File: src/rtl/mips_pkg.sv
// Shared MIPS datapath constants and types: register index / data widths,
// well-known register numbers, and the index and word typedefs.
package mips_pkg;

    localparam int REG_ADDR_W = 5;
    localparam int DATA_W     = 32;

    typedef logic [REG_ADDR_W-1:0] reg_idx_t;
    typedef logic [DATA_W-1:0]     word_t;

    localparam reg_idx_t REG_ZERO = 5'd0;
    localparam reg_idx_t REG_RA   = 5'd31;

endpackage

File: src/rtl/rf_read_port.sv
// One combinational register-file read port: the $0 check, the storage select,
// and (build macro RF_BYPASS_EN) write-through forwarding from the write port.
module rf_read_port
    import mips_pkg::*;
#(
    parameter int DATA_W   = mips_pkg::DATA_W,
    parameter int ADDR_W   = mips_pkg::REG_ADDR_W,
    parameter int NUM_REGS = 1 << ADDR_W
) (
    input  logic [ADDR_W-1:0] addr,
    input  logic [DATA_W-1:0] mem [NUM_REGS],
    input  logic              byp_en,
    input  logic [ADDR_W-1:0] byp_addr,
    input  logic [DATA_W-1:0] byp_data,
    output logic [DATA_W-1:0] data
);

`ifdef RF_BYPASS_EN
    logic hit;
    assign hit = byp_en && (byp_addr == addr);
`else
    // Without forwarding, the write-port signals are intentionally left unused.
    logic unused_bypass;
    assign unused_bypass = ^{byp_en, byp_addr, byp_data};
`endif

    // NOTE: default assignment first so every path drives data and no latch is inferred.
    always_comb begin
        data = '0;
        if (addr != ADDR_W'(REG_ZERO)) begin
`ifdef RF_BYPASS_EN
            if (hit) data = byp_data;
            else     data = mem[addr];
`else
            data = mem[addr];
`endif
        end
    end

endmodule

File: src/rtl/mips_reg_file.sv
// MIPS 32 x 32 register file: two combinational read ports, one synchronous
// write port, $0 hardwired to zero. Optional forwarding: define RF_BYPASS_EN.
module mips_reg_file
    import mips_pkg::*;
#(
    parameter int DATA_W = mips_pkg::DATA_W,
    parameter int ADDR_W = mips_pkg::REG_ADDR_W
) (
    input  logic              clk,
    input  logic              rst,
    input  logic [ADDR_W-1:0] rs_addr,
    input  logic [ADDR_W-1:0] rt_addr,
    input  logic [ADDR_W-1:0] rd_addr,
    input  logic [DATA_W-1:0] wr_data,
    input  logic              reg_write,
    output logic [DATA_W-1:0] rs_data,
    output logic [DATA_W-1:0] rt_data
);

    localparam int NUM_REGS = 1 << ADDR_W;

    logic [DATA_W-1:0] mem [NUM_REGS];
    logic              wr_en;

    // Gating with rst also keeps the forwarding path quiet during reset.
    assign wr_en = reg_write && !rst && (rd_addr != ADDR_W'(REG_ZERO));

    // NOTE: every entry is cleared by the async reset, so this array is flops, not a RAM macro;
    // <= keeps the update ordered against the combinational readers.
    always_ff @(posedge clk or posedge rst) begin
        if (rst) begin
            for (int i = 0; i < NUM_REGS; i++) mem[i] <= '0;
        end else if (wr_en) begin
            mem[rd_addr] <= wr_data;
        end
    end

    rf_read_port #(
        .DATA_W   (DATA_W),
        .ADDR_W   (ADDR_W),
        .NUM_REGS (NUM_REGS)
    ) u_port_a (
        .addr     (rs_addr),
        .mem      (mem),
        .byp_en   (wr_en),
        .byp_addr (rd_addr),
        .byp_data (wr_data),
        .data     (rs_data)
    );

    rf_read_port #(
        .DATA_W   (DATA_W),
        .ADDR_W   (ADDR_W),
        .NUM_REGS (NUM_REGS)
    ) u_port_b (
        .addr     (rt_addr),
        .mem      (mem),
        .byp_en   (wr_en),
        .byp_addr (rd_addr),
        .byp_data (wr_data),
        .data     (rt_data)
    );

endmodule

File: config.mk
export PLATFORM = sky130hd
export DESIGN_NAME = mips_reg_file
export DESIGN_NICKNAME = d
export VERILOG_FILES = /design/src/rtl/mips_pkg.sv /design/src/rtl/rf_read_port.sv /design/src/rtl/mips_reg_file.sv
export SDC_FILE = /design/constraint.sdc
export NUM_CORES = 2
export LEC_CHECK = 0
export ABC_AREA = 1
export ABC_CLOCK_PERIOD_IN_PS = 44900
export CORE_MARGIN = 10
export CORE_UTILIZATION = 30
export DETAILED_ROUTE_END_ITERATION = 10
export SKIP_CTS_REPAIR_TIMING = 1
export SYNTH_ARGS = -nofsm -noshare
export SYNTH_HDL_FRONTEND = slang
export SYNTH_SLANG_ARGS = --single-unit
File: constraint.sdc
create_clock -name clk -period 44.9 [get_ports clk]
set_clock_uncertainty 0.05 [all_clocks]
set_input_delay 8.98 -clock clk [delete_from_list [all_inputs] [get_ports clk]]
set_output_delay 8.98 -clock clk [all_outputs]
set_load 0.03 [all_outputs]
==> flow_metrics.py <==
metrics = {
    "finish": {
        "largest_register_ff_count": 1024,
        "syn_to_final_growth_pct": 10.9,
        "nets": 7896,
        "largest_register": "mem",
        "nFillCells": 19746,
        "regArea_sq_um": 25600,
        "layout-drive-gt1-share": 0.0388,
        "postLayoutCoreUtil": 0.336,
        "layout.cells.non_filler": 10423,
        "final_cell_area_sq_um": 62400,
        "multi_input_area_sq_um": 27700,
        "reg_top3": "mem (1024)",
    },
    "setup_path": {
        "path_max_fanout": 165,
        "reg2reg_to": "mem[273]",
        "cp_cell_sequence": "buf_8 -> inv_8 -> buf_4 -> buf_4 -> nand2_1 -> nand3_1 -> nand3_1 -> nand2_1 -> nand2_1 -> nand3_1 -> nand2_1 -> nor2_1 -> clkdlybuf4s50_1",
        "rr_worst_depth": 2,
        "max_stage_delay_ns": 0.93,
        "startpoint_type": "input pin",
        "cp-end-kind": "output pin",
        "required_ns": 35.87,
        "r2r_start": "mem[273]",
        "path_class": "in -> out",
        "crit_slowest_cell": "inv_8",
        "cp.arrival_ns": 14.01,
        "r2r_slack_ns": 44.06,
        "worst_path_most_repeated_cell": "nand2_1",
    },
    "placed_design": {
        "dp_cells": 10207,
        "gp_congestion": 0.808,
        "place_hpwl_mm": 114,
        "portBuffers": 113,
        "preCtsSetupSlack_ns": 22.10,
        "post_dp_cell_area_sq_um": 58600,
    },
    "yosys": {
        "syn_inst": 8299,
        "synth-async-reset-ratio": 1.00,
        "yosysMostFrequentCell": "nand2_1",
        "ys.flop_type": "dfrtp_1",
        "synth_top_cell_by_area": "dfrtp_1",
        "synth-seq-cells": 1024,
        "synth_seq_area_share": 0.455,
        "synth_top_cell_area_share": 0.455,
        "synth_common_cells": "nand2_1, nand3_1, dfrtp_1, o21ai_0, clkbuf_1",
        "ys_warn_count": 0,
        "syn_area_sq_um": 56300,
        "synth_top_family_by_area": "simple AND/OR/NAND/NOR gates",
        "synth_edf_count": 0,
        "synthXorXnorAreaFrac": 0,
        "yosys-mux-area-fraction": 0,
        "synth-simple-area-share": 0.375,
        "synth_fa_ha_area_frac": 0,
        "avgSynthCellArea_sq_um": 6.78,
        "yosysUniqueCellTypes": 15,
        "synth_nets": 8349,
        "synth_area_leaders": "dfrtp_1, nand2_1, nand3_1, o21ai_0, clkbuf_1",
        "synth_compound_area_frac": 0.112,
    },
    "job": {
        "drv_cap": 0,
    },
    "drt": {
        "vias_per_cell": 5.43,
        "dr.pass1.iters": 7,
        "routedWlPerCell_microns": 21.6,
        "totalWireLength_mm": 225,
        "drc": 0,
        "drt-initial-drc-count": 6563,
        "drtAntennaViolNets": 0,
        "vias": 56631,
    },
    "timing": {
        "hold_violations": 0,
        "period_share": 0.513,
        "finalMaxSlewViolations": 0,
        "slew_headroom": 0.168,
        "setup_ws_ns": 21.86,
        "fin_setup_tns_ns": 0,
        "tightest_slew_ns": 1.25,
        "rsz0062_at_grt": "no",
        "report.final.setup_viol": 0,
        "period_needed_ns": 23.04,
        "max_freq_ghz": 0.0434,
    },
    "die": {
        "initial_utilization": 0.303,
        "dieWidth_microns": 453,
        "pin_count": 114,
        "core_sq_um": 186000,
        "dieArea_sq_um": 205000,
        "placementRows": 158,
        "fp.dieH_microns": 453,
    },
    "power_and_ir_drop": {
        "peakVddDrop_mv": 0.0354,
        "leakagePower_nw": 28.4,
        "powerDensity_nw_per_um2": 41.5,
    },
    "clocking": {
        "clock_latency_ns": 0.72,
        "h-tree-depth": 3,
        "cts_root_buffer": "clkbuf_16",
        "clk_path_buf_depth": 3,
        "numCtsBuffers": 117,
        "cts.clk_slew.worst_paths_ns": 0.06,
        "tritoncts": "yes",
        "clock_sinks": 1024,
    },
    "worst_hold_path": {
        "worstHoldStart": "mem[998]",
        "whs_path_depth": 0,
        "worstHoldEndpoint": "mem[998]",
        "worstHoldPathType": "reg -> reg",
    },
    "grt": {
        "grt_pass1_vias": 53704,
        "antenna_found_initial": 2,
        "gr-total-overflow": 0,
        "grt_max_degree": 220,
        "grt_pass1_wl_mm": 339,
        "grt_use_total": 0.211,
    },
    "outcome": {
        "status": "finished clean",
    },
}
[where the power goes]
group / internal, W / switching (W) / leakage [nW]
combinational: 0.000158 / 0.000302 / 12.9
clock: 0.000565 / 0.000412 / 1.90
sequential: 0.00105 / 0.000101 / 13.6
total: 0.00178 / 0.000815 / 28.4
[kinds of logic (layout without fill, tap and decap cells)]
family / after synthesis / in the layout
other: 0 / 2
buffers and inverters: 853 / 495
AOI/OAI and AO/OA: 1258 / 1258
and+or+nand+nor: 5164 / 5164
DFF: 1024 / 1024
[worst max-delay path by stage]
stage                          start     endpoint  cells past startpoint
after floorplan                  rst       mem[0]                      1
after global placement    rs_addr[0]   rs_data[9]                     13
after detailed placement  rs_addr[0]   rs_data[9]                     13
after CTS                 rs_addr[0]   rs_data[9]                     13
after global routing      rs_addr[0]  rs_data[16]                     13
final                     rs_addr[0]  rs_data[21]                     13
[worst max-delay path: cells and delay by family]
family | cells | cell delay [ns]
buf+inv | 5 | 3.61
simple gates | 8 | 1.08
[per-stage QoR]
stage                     hold WS, ns  total power [W]
after CTS                       0.352          0.00260
after floorplan                 0.401          0.00148
after global placement          0.336          0.00161
after global routing            0.362          0.00272
final                           0.348          0.00259
after detailed placement        0.339          0.00162
[layout make-up]
class                           instances  share of cell area
Tap cell                             2480              0.0497
Clock buffer                          187              0.0567
Antenna cell                            2           0.0000801
Sequential cell                      1024               0.410
Multi-Input combinational cell       6422               0.443
Clock inverter                         27             0.00531
Timing Repair Buffer                  187              0.0283
Inverter                               94             0.00649
[placed cells by master (no fill, tap or decap), drive strengths merged, types with 17 or more instances in the layout]
| master | synthesis | layout |
|---|---|---|
| a21oi | 355 | 355 |
| buf | 116 | 84 |
| clkbuf | 643 | 187 |
| clkdlybuf4s50 | 0 | 103 |
| clkinv | 2 | 17 |
| dfrtp | 1024 | 1024 |
| inv | 92 | 98 |
| nand2 | 3296 | 3296 |
| nand3 | 1375 | 1375 |
| nor2 | 483 | 483 |
| o21ai | 903 | 903 |
[routing by layer]
| layer | GRT usage | vias to the layer above | part of all wire |
|---|---|---|---|
| met3 | 0.0281 | 661 | 0.086 |
| met2 | 0.345 | 3075 | 0.45 |
| met5 | 0 | - | 0.000053 |
| met1 | 0.272 | 26868 | 0.40 |
| met4 | 0.108 | 2 | 0.058 |
| li1 | - | 26025 | - |
No activity file was read; power rests on OpenSTA's default activity.
